`src/rtl/adder_arbiter.sv`:
```
`default_nettype none
// ============================================================================
// Module   : adder_arbiter
// Purpose  : Shares one registered 8-bit signed adder between two requesters.
//            Round-robin arbitration picks a winner in IDLE. The operands are
//            captured (EXEC), the sum and the signed-overflow flag are
//            registered (RESP), and the result is held until the consumer
//            takes it. Only one operation is in flight at a time.
// Ports    : clk, rst          - clock, synchronous active-high reset
//            i_reqN_valid      - requester N has an operand pair (N = 0, 1)
//            i_reqN_a/_b [7:0] - requester N signed operands
//            o_reqN_ready      - requester N operands accepted this cycle
//            o_res_valid       - result available
//            o_res_data  [7:0] - signed sum, wrapped to 8 bits
//            o_res_id          - requester that owns o_res_data
//            o_res_ovf         - signed overflow of o_res_data
//            i_res_ready       - consumer takes the result this cycle
//            o_op_count  [7:0] - completed-operation counter (wraps)
// Revision : 1.0 - initial release
// ============================================================================
module adder_arbiter (
  input  logic       clk,
  input  logic       rst,
  input  logic       i_req0_valid,
  input  logic [7:0] i_req0_a,
  input  logic [7:0] i_req0_b,
  output logic       o_req0_ready,
  input  logic       i_req1_valid,
  input  logic [7:0] i_req1_a,
  input  logic [7:0] i_req1_b,
  output logic       o_req1_ready,
  output logic       o_res_valid,
  output logic [7:0] o_res_data,
  output logic       o_res_id,
  output logic       o_res_ovf,
  input  logic       i_res_ready,
  output logic [7:0] o_op_count
);

  typedef enum logic [1:0] {
    S_IDLE = 2'd0,
    S_EXEC = 2'd1,
    S_RESP = 2'd2
  } state_t;

  state_t     r_state;
  logic       r_ptr;       // requester favoured when both are valid
  logic [7:0] r_op_a;
  logic [7:0] r_op_b;
  logic       r_op_id;
  logic       r_res_valid;
  logic [7:0] r_res_data;
  logic       r_res_id;
  logic       r_res_ovf;
  logic [7:0] r_op_count;

  logic       w_grant0;
  logic       w_grant1;
  logic [7:0] w_sum;
  logic       w_ovf;

  // A grant already includes VALID, so a grant is the handshake itself.
  // Masking with rst keeps both READYs low while reset is held, so a
  // requester never sees a handshake that reset is about to discard.
  assign w_grant0 = (r_state == S_IDLE) && !rst && i_req0_valid
                    && (!i_req1_valid || !r_ptr);
  assign w_grant1 = (r_state == S_IDLE) && !rst && i_req1_valid
                    && (!i_req0_valid || r_ptr);

  assign o_req0_ready = w_grant0;
  assign o_req1_ready = w_grant1;

  assign w_sum = r_op_a + r_op_b;
  // Overflow: both operands have the same sign and the sum has the other sign.
  assign w_ovf = (r_op_a[7] == r_op_b[7]) && (w_sum[7] != r_op_a[7]);

  always_ff @(posedge clk) begin
    if (rst) begin
      r_state     <= S_IDLE;
      r_ptr       <= 1'b0;
      r_op_a      <= 8'h00;
      r_op_b      <= 8'h00;
      r_op_id     <= 1'b0;
      r_res_valid <= 1'b0;
      r_res_data  <= 8'h00;
      r_res_id    <= 1'b0;
      r_res_ovf   <= 1'b0;
      r_op_count  <= 8'h00;
    end else begin
      case (r_state)
        S_IDLE: begin
          if (w_grant0 || w_grant1) begin
            r_op_a  <= w_grant1 ? i_req1_a : i_req0_a;
            r_op_b  <= w_grant1 ? i_req1_b : i_req0_b;
            r_op_id <= w_grant1;
            // Point at the requester that was not granted.
            r_ptr   <= w_grant0;
            r_state <= S_EXEC;
          end
        end
        S_EXEC: begin
          r_res_data  <= w_sum;
          r_res_ovf   <= w_ovf;
          r_res_id    <= r_op_id;
          r_res_valid <= 1'b1;
          r_state     <= S_RESP;
        end
        S_RESP: begin
          if (i_res_ready) begin
            r_res_valid <= 1'b0;
            r_op_count  <= r_op_count + 8'd1;
            r_state     <= S_IDLE;
          end
        end
        default: begin
          r_state <= S_IDLE;
        end
      endcase
    end
  end

  assign o_res_valid = r_res_valid;
  assign o_res_data  = r_res_data;
  assign o_res_id    = r_res_id;
  assign o_res_ovf   = r_res_ovf;
  assign o_op_count  = r_op_count;

endmodule
`default_nettype wire

```
`config.mk`:
```
export PLATFORM = sky130hd
export DESIGN_NAME = adder_arbiter
export DESIGN_NICKNAME = d
export VERILOG_FILES = /design/src/rtl/adder_arbiter.sv
export SDC_FILE = /design/constraint.sdc
export NUM_CORES = 1
export LEC_CHECK = 0
export BUFFER_PORTS_ARGS = -buffer_cell sky130_fd_sc_hd__buf_4
export CAP_MARGIN = 15
export CORE_AREA = 2 2 73 75
export DETAILED_ROUTE_END_ITERATION = 12
export DIE_AREA = 0 0 75 77
export GPL_ROUTABILITY_DRIVEN = 0
export SLEW_MARGIN = 20
export SYNTH_ARGS = -nofsm -noshare
export SYNTH_HDL_FRONTEND = slang
export SYNTH_SLANG_ARGS = --single-unit
```
`constraint.sdc`:
```
create_clock -name clk -period 2 [get_ports clk]
set_clock_uncertainty 0.2 [all_clocks]
set_input_delay 0.4 -clock clk [delete_from_list [all_inputs] [get_ports clk]]
set_output_delay 0.4 -clock clk [all_outputs]
set_load 0.05 [all_outputs]
```
### Yosys cells after proc, flatten, opt, wreduce, memory -nomap -nowiden

Cells that the tools add are included.

| word-level totals | value |
|---|---|
| register bits after elaboration | 39 |
| output and inout port bits | 21 |

| operators by class | value |
|---|---|
| add/sub/neg operators | 2 |
| equal/unequal tests | 6 |
| muxes and demuxes | 7 |
| reductions and logical operators | 19 |

Operator list:

| operator | number |
|---|---|
| $mux 8 | 2 |
| $add 8x1->8 const B | 1 |
| $add 8x8->8 | 1 |
| $reduce_and 2->1 | 4 |
| $logic_and 1x1->1 | 6 |
| $pmux 2 s3 | 1 |
| $logic_not 1->1 | 4 |
| $mux 2 | 2 |
| $logic_or 1x1->1 | 3 |
| $eq 2x1->1 const B | 1 |
| $eq 2x2->1 const B | 1 |
| $logic_not 2->1 | 1 |
| $ne 2x1->1 const B | 1 |
| $ne 2x2->1 const B | 1 |
| $pmux 1 s2 | 1 |
| $reduce_bool 2->1 | 1 |
| $eq 1x1->1 | 1 |
| $mux 1 | 1 |
| $ne 1x1->1 | 1 |

### Logic depth before layout (Yosys ltp)

| depth | value |
|---|---|
| depth after elaboration | 7 |
| mapped depth | 6 |
| gate-level depth less buffers | 6 |

### Worst setup path before layout

No wires, ideal clock.

| timing | value |
|---|---|
| kind | register -> register |
| start point | reg r_op_a[0] |
| end point | reg r_res_data[6], in the netlist o_res_data[6] |
| setup time | 125 ps |
| arrival | 1516 ps |
| required time | 1675 ps |
| slack | 159 ps |
| stages on the path, launching flop included | 7 |
| buffers on the path | 0 |
| period minus slack after synthesis | 1841 ps |
| cell sequence | dfxtp_1 -> ha_1 -> fa_1 -> a21o_1 -> a211oi_1 -> or3_1 -> nand3_1 |

| on the way | value |
|---|---|
| cells in the longest elaborated chain, start to end | 1 |

Ends and longest elaborated chain:

| what | line | source |
|---|---|---|
| start: declaration | 48 | `logic [7:0] r_op_a;` |
| start signal: assignment | 93 | `r_op_a <= w_grant1 ? i_req1_a : i_req0_a;` |
| $add 8x8->8 | 73 | `assign w_sum = r_op_a + r_op_b;` |
| end signal: assignment | 102 | `r_res_data <= w_sum;` |
| end: declaration | 52 | `logic [7:0] r_res_data;` |

Every way passes these cells.
A chain may end at the register's enable or synchronous reset.

### Worst setup path in the final report

| timing | value |
|---|---|
| start point | reg r_op_a[0] |
| end point | reg r_res_data[4], in the netlist o_res_data[4] |

The elaborated chain is that of the path after synthesis.

==> run_results.csv <==
group,metric,value,unit
setup_path,cp_cell_sequence,"ha_1, fa_1, a21o_1, a21oi_1, xor2_1, o31ai_1",
place,hpwl,3138,µm
sta,slew_violations,0,
clocking,cts_root_buf,"clkbuf_8",
setup_path,cp-startpoint,"r_op_a[0]",
synthesis,yosys_register_bits,39,
power_and_ir_drop,p_total,1891,µW
synthesis,ys.flop_type,"dfxtp_1",
sta,fin_crit,1912,ps
clocking,cts.path.max_buffers,2,
final_layout,drive_above_1_share,0.2989,
place,place_inst,333,
synthesis,synth.top_cell.area_share,0.4097,
power_and_ir_drop,pwr-share-seq,0.474,
global_routing,grt_overflow,0,
setup_path,reg2reg_depth,6,
sta,layout_worst_path_cycle_share,0.9561,
sta,hold_violations,0,
power_and_ir_drop,p_leak,0.001154,µW
power_and_ir_drop,p_comb_frac,0.255,
clocking,clk_pin_slew,80,ps
setup_path,max_stage_delay,400,ps
die,dieArea,0.005775,mm²
synthesis,yosysWarnings,0,
sta,rsz0062_at_grt,"no",
clocking,cts_buffers,5,
power_and_ir_drop,cellPowerDensity,759.5,mW/mm²
worst_hold_path,min_path_type,"input port to flop",
route,drc,0,
sta,setup_viol,0,
setup_path,cp-end-kind,"flop",
synthesis,yosys.area.top_type,"dfxtp_1",
setup_path,reg2reg_slack,90,ps
power_and_ir_drop,max-vdd-ir-drop,0.3811,mV
power_and_ir_drop,switching_share,0.3165,
clocking,clock_sinks,39,
route,routed_wl,4238,µm
synthesis,yosysSeqAreaShare,0.4097,
power_and_ir_drop,switchingPower,598.5,µW
route,drt_first_pass_iters,4,
die,coreArea,0.004977,mm²
clocking,cts_tree,"yes",
final_layout,syn_to_final_growth,30.66,%
synthesis,synth_edf_count,0,
global_routing,track_usage,0.1613,
global_routing,antenna_found_initial,0,
synthesis,synth.area.top_cells,"dfxtp_1 41%, mux2i_1 8.4%, a211oi_1 7.5%",
route,ant_nets,0,
place,post_dp_cell_area,0.002396,mm²
synthesis,syn_inst,212,
sta,max_freq,523.0,MHz
power_and_ir_drop,p_int,1293,µW
die,pin_count,58,
global_routing,grt_pass1_wl,7327,µm
final_layout,stdcell_area,0.002490,mm²
setup_path,worstSetupPathType,"flop to flop",
setup_path,crit_path_start_kind,"flop",
sta,worst_pin_slew,317.9,ps
power_and_ir_drop,pwr-share-clk,0.271,
setup_path,worstPathArrival,1880,ps
setup_path,required,1970,ps
place,portBuffers,57,
route,dr.first_iter.drc_count,59,
die,rows,26,
setup_path,r2r-end,"o_res_data[4]",
synthesis,synth_cell_types,38,
clocking,cts-resized-gates,0,
sta,fin_setup_tns,0,ps
die,die_h,77,µm
clocking,ctsHoldBuffers,0,
setup_path,timing.rr.start,"r_op_a[0]",
final_layout,antenna_cells,0,
synthesis,synthArstFlopShare,0,
die,initial_core_util,0.3829,
synthesis,syn_area_per_cell,8.989,µm²
run_status,status,"finished, final reports clean",
global_routing,grt_max_degree,35,
clocking,clk_latency,290,ps
setup_path,cp_max_fo,2,
route,wl_per_cell,12.43,µm
setup_path,slowest_stage,"fa_1",
final_layout,fin_nets,316,
clocking,cts_setup_buffers,0,
final_layout,final_cells,341,
flow_run,drv_cap,0,
global_routing,grt_pass1_vias,1575,
worst_hold_path,min_path_cells,2,
sta,relSlewSlack,0.7851,
worst_hold_path,hp-start,"rst",
route,viasPerCell,4.900,
clocking,htree_levels,2,
worst_hold_path,holdPathEnd,"o_res_id",
route,via_count,1671,
die,die_width,75,µm
synthesis,syn_area,0.001906,mm²
synthesis,synth_fp_nets,258,
-- worst max-delay path: cells and delay by family (launching register included) --
kind | cells | cell delay, ps
DFF | 1 | 320
AOI/OAI and AO/OA | 3 | 490
adders and majority gates | 2 | 620
xor gates and xnor gates | 1 | 170
-- power by group through the flow --
stage,combinational [µW],sequential (µW),clock [µW]
after global placement,480,914,0
after global routing,530,908,578
final,482,897,513
after CTS,483,898,538
after detailed placement,481,916,0
after floorplan,261,983,0
-- sequential cells by signal (all words and copies together) (netlist names) --
name,count
r_state,2
o_res_id,1
o_res_valid,1
o_op_count,8
r_op_b,8
r_op_a,8
r_ptr,1
o_res_ovf,1
r_op_id,1
o_res_data,8
-- metrics by stage --
| step | hold slack [ps] | setup slack (ps) | utilization |
|---|---|---|---|
| final | 131.3 | 87.87 | 0.5003 |
| after global routing | 120.7 | 5.212 | 0.5003 |
| after CTS | 115.3 | 59.40 | 0.4982 |
| after detailed placement | 245.7 | 75.16 | 0.4814 |
| after global placement | 246.2 | 112.4 | 0.4814 |
| after floorplan | 232.3 | 159.1 | - |
-- cell usage in the layout (no fill, tap or decap), drive strengths merged, types with 2 or more instances in the layout --
| master | netlist | layout |
|---|---|---|
| a31o | 2 | 2 |
| nor3 | 4 | 4 |
| nand2b | 2 | 2 |
| and3 | 2 | 2 |
| nand3 | 8 | 8 |
| nand2 | 17 | 17 |
| or3 | 5 | 5 |
| a21oi | 14 | 14 |
| buf | 6 | 63 |
| xor2 | 4 | 4 |
| o21ai | 10 | 10 |
| clkinv | 0 | 3 |
| inv | 4 | 4 |
| xnor2 | 5 | 5 |
| nand4 | 3 | 3 |
| nor2 | 25 | 25 |
| clkbuf | 6 | 5 |
| mux2i | 16 | 16 |
| a31oi | 3 | 3 |
| dfxtp | 39 | 39 |
| ha | 8 | 8 |
| a211oi | 19 | 19 |
| nor4b | 2 | 2 |
-- routing by layer --
metal	vias to the layer above	track usage	wire [µm]
met5	-	0	0
met4	0	0.05536	66
met3	9	0.04599	263
met2	46	0.2228	1845
met1	732	0.2368	2064
li1	884	-	-
-- final cells by class --
cell class | count | area [µm²]
Fill cell | 518 | 2487
Clock inverter | 3 | 15.01
Tap cell | 70 | 87.58
Clock buffer | 5 | 68.82
Sequential cell | 39 | 780.7
Inverter | 4 | 15.01
Multi-Input combinational cell | 157 | 1050
Timing Repair Buffer | 63 | 473.0
-- kinds of logic after synthesis --
logic type | Yosys count | synth area share
compound gates | 50 | 0.1668
xor+xnor | 9 | 0.04136
fa+ha+maj | 9 | 0.06304
buf+inv | 16 | 0.04464
flops | 39 | 0.4097
mux | 16 | 0.08404
simple gates | 73 | 0.1904
-- how the worst max path moves through the flow --
stage | endpoint | slack (ps) | cells after the start
finish | o_res_data[4] | 90 | 6
global route | o_res_data[6] | 5 | 6
CTS | o_res_data[6] | 60 | 6
detailed placement | o_res_data[6] | 80 | 6
global placement | o_res_data[6] | 110 | 6
floorplan | o_res_data[6] | 160 | 6
-- synth_stat cells, types with 2 or more instances --
cell / n
dfxtp_1: 39
nor2_1: 25
a211oi_1: 19
nand2_1: 17
mux2i_1: 16
a21oi_1: 13
o21ai_0: 10
ha_1: 8
nand3_1: 7
clkbuf_1: 6
or3_1: 5
xnor2_1: 5
xor2_1: 4
a31oi_1: 3
buf_1: 3
inv_1: 3
nand4_1: 3
nor3_1: 3
and3_1: 2
nand2b_1: 2
nor4b_1: 2
Note: power is estimated with default switching activity, not from simulation.
